--- src/rtl/exe_mem_pipe_reg.sv ---
// EXE->MEM pipeline register with a main/skid entry pair, flush, bubble-safe
// controls and a saturating back-pressure counter. State advances on the falling edge.
module exe_mem_pipe_reg #(
  parameter int DATA_W = 32,
  parameter int PC_W   = 32,
  parameter int REG_AW = 5,
  parameter int CNT_W  = 16
) (
  input  logic              CLK,
  input  logic              RSTn,
  input  logic              in_valid,
  output logic              in_ready,
  input  logic [DATA_W-1:0] in_ALUData,
  input  logic [DATA_W-1:0] in_storeData,
  input  logic [REG_AW-1:0] in_writeSrc,
  input  logic [PC_W-1:0]   in_nextPC4,
  input  logic              in_MemWrite,
  input  logic              in_MemRead,
  input  logic              in_RegWrite,
  input  logic [1:0]        in_MemtoReg,
  input  logic              flush,
  output logic              out_valid,
  input  logic              out_ready,
  output logic [DATA_W-1:0] out_ALUData,
  output logic [DATA_W-1:0] out_storeData,
  output logic [REG_AW-1:0] out_writeSrc,
  output logic [PC_W-1:0]   out_nextPC4,
  output logic [1:0]        out_MemtoReg,
  output logic              out_MemWrite,
  output logic              out_MemRead,
  output logic              out_RegWrite,
  output logic [CNT_W-1:0]  stall_cnt
);

  typedef struct packed {
    logic [DATA_W-1:0] aluData;
    logic [DATA_W-1:0] storeData;
    logic [REG_AW-1:0] writeSrc;
    logic [PC_W-1:0]   nextPC4;
    logic              memWrite;
    logic              memRead;
    logic              regWrite;
    logic [1:0]        memtoReg;
  } payload_t;

  payload_t         mainQ, skidQ, inPayload;
  logic             mainValid, skidValid;
  logic [CNT_W-1:0] stallCnt;
  logic             inFire, outFire;

  assign inPayload = '{
    aluData:   in_ALUData,
    storeData: in_storeData,
    writeSrc:  in_writeSrc,
    nextPC4:   in_nextPC4,
    memWrite:  in_MemWrite,
    memRead:   in_MemRead,
    regWrite:  in_RegWrite,
    memtoReg:  in_MemtoReg
  };

  // in_ready comes straight from the skid valid flop, so no combinational
  // path runs from out_ready back to the execute stage.
  assign in_ready = ~skidValid;
  assign inFire   = in_valid & in_ready;
  assign outFire  = mainValid & out_ready;

  // NOTE: all state below uses non-blocking assignments so every flop samples
  // the pre-edge values of its neighbours; blocking here would let M see S's new value.
  always_ff @(negedge CLK or negedge RSTn) begin
    if (!RSTn) begin
      // NOTE: payloads are reset as well because the outputs must read 0 out of reset.
      mainQ     <= '0;
      skidQ     <= '0;
      mainValid <= 1'b0;
      skidValid <= 1'b0;
    end else if (flush) begin
      mainValid <= 1'b0;
      skidValid <= 1'b0;
    end else if (!mainValid || outFire) begin
      if (skidValid) begin
        mainQ     <= skidQ;
        mainValid <= 1'b1;
        skidValid <= inFire;
        if (inFire) skidQ <= inPayload;
      end else begin
        mainValid <= inFire;
        if (inFire) mainQ <= inPayload;
      end
    end else if (inFire) begin
      skidQ     <= inPayload;
      skidValid <= 1'b1;
    end
  end

  always_ff @(negedge CLK or negedge RSTn) begin
    if (!RSTn) begin
      stallCnt <= '0;
    end else if (mainValid && !out_ready && (stallCnt != '1)) begin
      stallCnt <= stallCnt + CNT_W'(1);
    end
  end

  assign out_valid     = mainValid;
  assign out_ALUData   = mainQ.aluData;
  assign out_storeData = mainQ.storeData;
  assign out_writeSrc  = mainQ.writeSrc;
  assign out_nextPC4   = mainQ.nextPC4;
  assign out_MemtoReg  = mainQ.memtoReg;
  // Side-effecting controls are masked so a bubble can never write memory or registers.
  assign out_MemWrite  = mainQ.memWrite & mainValid;
  assign out_MemRead   = mainQ.memRead  & mainValid;
  assign out_RegWrite  = mainQ.regWrite & mainValid;
  assign stall_cnt     = stallCnt;

endmodule

--- config.mk ---
export PLATFORM = sky130hd
export DESIGN_NAME = exe_mem_pipe_reg
export DESIGN_NICKNAME = d
export VERILOG_FILES = /design/src/rtl/exe_mem_pipe_reg.sv
export SDC_FILE = /design/constraint.sdc
export NUM_CORES = 1
export LEC_CHECK = 0
export CAP_MARGIN = 5
export CORE_MARGIN = 2
export CORE_UTILIZATION = 50
export CTS_CLUSTER_SIZE = 24
export DETAILED_ROUTE_END_ITERATION = 10
export PLACE_DENSITY = 0.78
export SYNTH_ARGS = -nofsm -noshare
export SYNTH_HDL_FRONTEND = slang
export SYNTH_SLANG_ARGS = --single-unit
--- constraint.sdc ---
create_clock -name CLK -period 4.1 [get_ports CLK]
set_clock_uncertainty 0.2 [all_clocks]
set_input_delay 0.615 -clock CLK [delete_from_list [all_inputs] [get_ports CLK]]
set_output_delay 0.615 -clock CLK [all_outputs]
set_load 0.02 [all_outputs]
; Word-level counts from Yosys, hierarchy flattened
; Index checks and enable logic that the tools add are counted.
[word_totals]
ff_bits = 230
input_bits = 111
elab_cells = 51
[op_classes]
add_sub_neg = 1
n_eq_ne = 2
mux = 12
n_bitwise = 7
n_reduce_logical = 10
[ops]
columns = operator, count
row1 = $mux W106, 5
row2 = $add A16 B1 Y16 const B, 1
row3 = $ne A16 B16 Y1 const B, 1
row4 = $mux W1, 7
row5 = $and A1 B1 Y1, 5
row6 = $reduce_bool A2 Y1, 2
row7 = $reduce_and A3 Y1, 1
row8 = $reduce_bool A3 Y1, 1
row9 = $logic_and A1 B1 Y1, 2
row10 = $logic_not A1 Y1, 2
row11 = $ne A2 B2 Y1 const B, 1
row12 = $not A1 Y1, 2
row13 = $reduce_and A2 Y1, 1
row14 = $logic_or A1 B1 Y1, 1

; Logic depth before layout (Yosys ltp)
[depth]
ltp_word = 5
mapped_depth = 7
mapped_depth_nobuf = 5

==> metrics.txt <==
# TYPE chip_impl_metric gauge
chip_impl_metric{name="totalNegativeSetupSlack",unit="ps"} -201
chip_impl_metric{name="crit_fanout",unit=""} 5
chip_impl_metric{name="ys_ff_latch",unit=""} 230
chip_impl_metric{name="clkTransAtPathRegs",unit="ps"} 40
chip_impl_metric{name="max-clock-path-buffers",unit=""} 3
chip_impl_metric{name="postRouteAntennaNets",unit=""} 0
chip_impl_metric{name="cts_hold_buffers",unit=""} 0
chip_impl_metric{name="mappedNetlistNets",unit=""} 983
chip_impl_info{name="critPathLaunchType",value="flop"} 1
chip_impl_metric{name="postLayoutCoreUtil",unit="%"} 63.9
chip_impl_info{name="most_common_cell_in_the_synthesized_netlist",value="sky130_fd_sc_hd__dfrtn_1"} 1
chip_impl_info{name="synth_top_family_by_area",value="multiplexers"} 1
chip_impl_metric{name="die_y",unit="µm"} 150
chip_impl_metric{name="yosysTopAreaCellShare",unit="%"} 54.2
chip_impl_metric{name="via_per_inst",unit=""} 5.11
chip_impl_metric{name="sw_pwr",unit="mW"} 1.82
chip_impl_info{name="criticalPathCategory",value="flop to primary output"} 1
chip_impl_metric{name="synth.cell_area",unit="µm²"} 10600
chip_impl_metric{name="hold_violations",unit=""} 0
chip_impl_metric{name="worst_skew_late_latency",unit="ps"} 510
chip_impl_info{name="netlist_top_cells_area",value="sky130_fd_sc_hd__dfrtn_1, sky130_fd_sc_hd__mux2i_1, sky130_fd_sc_hd__buf_4, sky130_fd_sc_hd__mux2_2, sky130_fd_sc_hd__mux2_4"} 1
chip_impl_metric{name="detailedRoute.firstIterationViolations",unit=""} 227
chip_impl_info{name="timing.critical_path.slowest_stage_cell",value="sky130_fd_sc_hd__dfrtn_1"} 1
chip_impl_info{name="synth_ff_type",value="sky130_fd_sc_hd__dfrtn_1"} 1
chip_impl_metric{name="synth_compound_area_share",unit="%"} 5.49
chip_impl_info{name="outcome",value="finished with violations"} 1
chip_impl_metric{name="aggregate_global_routing_overflow",unit=""} 0
chip_impl_metric{name="final.hold.worst_slack",unit="ps"} 249
chip_impl_metric{name="tightestPinTransition",unit="ps"} 833
chip_impl_info{name="violations_in_the_final_reports",value="negative setup slack"} 1
chip_impl_metric{name="sequentialPowerShare",unit="%"} 45.3
chip_impl_metric{name="synth.area.mux_share",unit="%"} 23.0
chip_impl_info{name="regToRegStartpoint",value="skidValid$_DFFE_NN0P_"} 1
chip_impl_info{name="timing.critical_path.to_type",value="primary output"} 1
chip_impl_metric{name="via_count_of_the_first_global_routing_pass",unit=""} 7051
chip_impl_metric{name="holdPathStages",unit=""} 1
chip_impl_metric{name="power.switching_fraction",unit="%"} 27.2
chip_impl_metric{name="number_of_instances_in_the_synthesized_netlist",unit=""} 871
chip_impl_info{name="hold_path.startpoint",value="skidQ[59]$_DFFE_NN0P_"} 1
chip_impl_metric{name="async_reset_ff_share",unit="%"} 100
chip_impl_metric{name="clock_tree.htree_level_count",unit=""} 1
chip_impl_metric{name="place.detailed.hpwl",unit="µm"} 15000
chip_impl_metric{name="cts-buffers-inserted",unit=""} 25
chip_impl_info{name="clock_tree_from_tritoncts",value="built"} 1
chip_impl_metric{name="synth_simple_gate_area_share",unit="%"} 6.14
chip_impl_metric{name="arrival",unit="ps"} 3350
chip_impl_info{name="timing.hold.worst.class",value="flop to flop"} 1
chip_impl_metric{name="drc_violations_left",unit=""} 0
chip_impl_metric{name="place.gp.congestion",unit=""} 0.805
chip_impl_metric{name="core.rowCount",unit=""} 53
chip_impl_metric{name="cts.sinks",unit=""} 230
chip_impl_metric{name="fp.dieArea",unit="µm²"} 22400
chip_impl_metric{name="number_of_input_and_output_port_buffers_inserted",unit=""} 234
chip_impl_metric{name="number_of_enable_type_register_cells_in_the_synthesized_netlist",unit=""} 0
chip_impl_info{name="rsz0062_at_grt",value="true"} 1
chip_impl_metric{name="ios",unit=""} 235
chip_impl_metric{name="floorplan.core_area",unit="µm²"} 21000
chip_impl_metric{name="powerDensity",unit="nW/µm²"} 500
chip_impl_metric{name="synth.avg_cell_area",unit="µm²"} 12.2
chip_impl_metric{name="drt-wirelength-per-cell",unit="µm"} 17.0
chip_impl_metric{name="synth_fa_ha_area_share",unit="%"} 0.118
chip_impl_metric{name="max_ir_drop_vdd",unit="µV"} 312
chip_impl_info{name="crit-reg2reg-capture",value="skidQ[49]$_DFFE_NN0P_"} 1
chip_impl_info{name="yosys-top-cells-count",value="sky130_fd_sc_hd__dfrtn_1, sky130_fd_sc_hd__buf_4, sky130_fd_sc_hd__nor2_1"} 1
chip_impl_metric{name="maxSlewHeadroom",unit="%"} 44.5
chip_impl_metric{name="synth-warning-count",unit=""} 0
chip_impl_metric{name="maximum_number_of_pins_on_one_net_before_global_route_repair",unit=""} 109
chip_impl_metric{name="final_critical_path_setup_slack",unit="ps"} -63.6
chip_impl_metric{name="grt_pass1_wl",unit="µm"} 36300
chip_impl_metric{name="final_layout_size_suffix_gt1_share",unit="%"} 31.0
chip_impl_info{name="cts_root_buf",value="sky130_fd_sc_hd__clkbuf_16"} 1
chip_impl_metric{name="syn_to_final_growth",unit="%"} 26.1
chip_impl_metric{name="finalSetupViolations",unit=""} 4
chip_impl_metric{name="ys_seq_area_share",unit="%"} 54.2
chip_impl_metric{name="antenna_found_initial",unit=""} 3
chip_impl_metric{name="drt_pre_antenna_iters",unit=""} 4
chip_impl_metric{name="worst_r2r_path_depth",unit=""} 5
chip_impl_metric{name="initial_core_utilization",unit="%"} 50.7
chip_impl_metric{name="p_leak",unit="nW"} 5.79
chip_impl_metric{name="drv_cap",unit=""} 0
chip_impl_metric{name="grt_use_total",unit="%"} 20.0
chip_impl_metric{name="internal_power",unit="mW"} 4.88
chip_impl_metric{name="timing.critical_path.slowest_cell_delay",unit="ps"} 490
chip_impl_metric{name="ys_types",unit=""} 33
chip_impl_metric{name="timing.final.max_slew_violations",unit=""} 0
chip_impl_metric{name="wirelength",unit="µm"} 22400
chip_impl_metric{name="critPathRequiredTime",unit="ps"} 3280
chip_impl_info{name="min_delay_worst_endpoint",value="skidQ[59]$_DFFE_NN0P_"} 1
chip_impl_metric{name="fp.dieW",unit="µm"} 150
chip_impl_info{name="crit_chain",value="and2_4 -> buf_6"} 1
chip_impl_metric{name="vias",unit=""} 6744
chip_impl_metric{name="combinationalPowerShare",unit="%"} 21.6
chip_impl_metric{name="clkPwrFrac",unit="%"} 33.1
chip_impl_metric{name="reg2reg_slack",unit="ps"} 1610
chip_impl_info{name="synth.largest_area_cell",value="sky130_fd_sc_hd__dfrtn_1"} 1
chip_impl_metric{name="nets",unit=""} 1138
chip_impl_metric{name="yosys.area_share.xor_xnor",unit="%"} 0.990
## cell usage in the layout (no fill, tap or decap), types with 4 or more instances in the layout
cell type and count:
sky130_fd_sc_hd__xnor2_1 6, sky130_fd_sc_hd__nand2_1 6, sky130_fd_sc_hd__xor2_1 6, sky130_fd_sc_hd__clkbuf_8 6, sky130_fd_sc_hd__buf_2 58, sky130_fd_sc_hd__nor2_1 111, sky130_fd_sc_hd__mux2_4 40, sky130_fd_sc_hd__buf_6 4
sky130_fd_sc_hd__clkbuf_1 4, sky130_fd_sc_hd__mux2_2 69, sky130_fd_sc_hd__dfrtn_1 230, sky130_fd_sc_hd__nand4_1 4, sky130_fd_sc_hd__clkinv_2 5, sky130_fd_sc_hd__clkbuf_16 25, sky130_fd_sc_hd__a21oi_1 109, sky130_fd_sc_hd__clkdlybuf4s50_1 109
sky130_fd_sc_hd__clkbuf_2 9, sky130_fd_sc_hd__clkdlybuf4s15_2 53, sky130_fd_sc_hd__buf_12 20, sky130_fd_sc_hd__mux2i_1 106, sky130_fd_sc_hd__buf_4 24, sky130_fd_sc_hd__nand3_1 6
## critical path: cells and delay by family (launching register included)
family	cells	cell delay, ps
flops	1	490
simple gates	1	190
buf+inv	1	110
## per-stage QoR
step | cell area, µm² | instances | total power, mW | setup WS (ps)
5_1_grt | 13400 | 1318 | 7.05 | -119
2_1_floorplan | 10600 | 871 | 4.11 | 146
4_1_cts | 13700 | 1317 | 6.84 | -94.4
3_3_place_gp | 12800 | 1272 | 4.58 | -406
3_5_place_dp | 12800 | 1272 | 4.64 | -439
6_report | 13400 | 1319 | 6.70 | -63.6
## state kept, by name, summed over array words and instances (netlist names)
name and flops:
mainQ 3, out_ALUData 32, out_MemtoReg 2, out_nextPC4 32
out_storeData 32, out_valid 1, out_writeSrc 5, skidQ 106
skidValid 1, stall_cnt 16
## worst max-delay path by stage
stage	slack (ps)	from	endpoint	cells after the start
2_1_floorplan	150	skidValid$_DFFE_NN0P_	in_ready	4
3_3_place_gp	-410	out_ready	out_nextPC4[10]$_DFFE_NN0P_	7
3_5_place_dp	-440	out_ready	out_storeData[3]$_DFFE_NN0P_	7
4_1_cts	-90	out_valid$_DFFE_NN0P_	out_RegWrite	2
5_1_grt	-120	out_valid$_DFFE_NN0P_	out_MemWrite	2
6_report	-60	out_valid$_DFFE_NN0P_	out_MemWrite	2
## layout make-up
type / count / area (µm²)
Clock buffer: 35 / 723
Antenna cell: 2 / 5.00
Fill cell: 1670 / 7570
Clock inverter: 8 / 93.8
Multi-Input combinational cell: 489 / 3800
Sequential cell: 230 / 5760
Inverter: 2 / 7.51
Timing Repair Buffer: 278 / 2660
Tap cell: 275 / 344
## routing by layer
layer / share of wire, % / vias up / global-route usage [%]
met5: 0.058 / - / 0
met4: 1.9 / 2 / 5.05
met3: 8.4 / 33 / 5.88
met2: 46 / 180 / 32.4
met1: 44 / 3313 / 26.6
li1: - / 3216 / -
## power groups by stage
| stage | clock network [mW] | logic [mW] | registers [mW] |
|---|---|---|---|
| after floorplan | 0 | 1.07 | 3.04 |
| after global placement | 0 | 1.53 | 3.05 |
| after detailed placement | 0 | 1.57 | 3.07 |
| after CTS | 2.28 | 1.52 | 3.04 |
| after global routing | 2.39 | 1.57 | 3.09 |
| final | 2.22 | 1.45 | 3.04 |
## cells by family after synthesis
family          Yosys count
flops                   230
mux                     215
buf+inv                 152
simple gates            147
compound gates          114
xor+xnor                 12
fa+ha+maj                 1
## what timing repair did
item / CTS / global route
pin swaps: 3 / 0
cloned: 0 / 0
setup endpoints to repair: 124 / 53
buffers inserted: 2 / 0
resized for setup: 396 / 58
endpoints found under the hold margin: 0 / 0
Note: power is estimated with default switching activity, not from simulation.
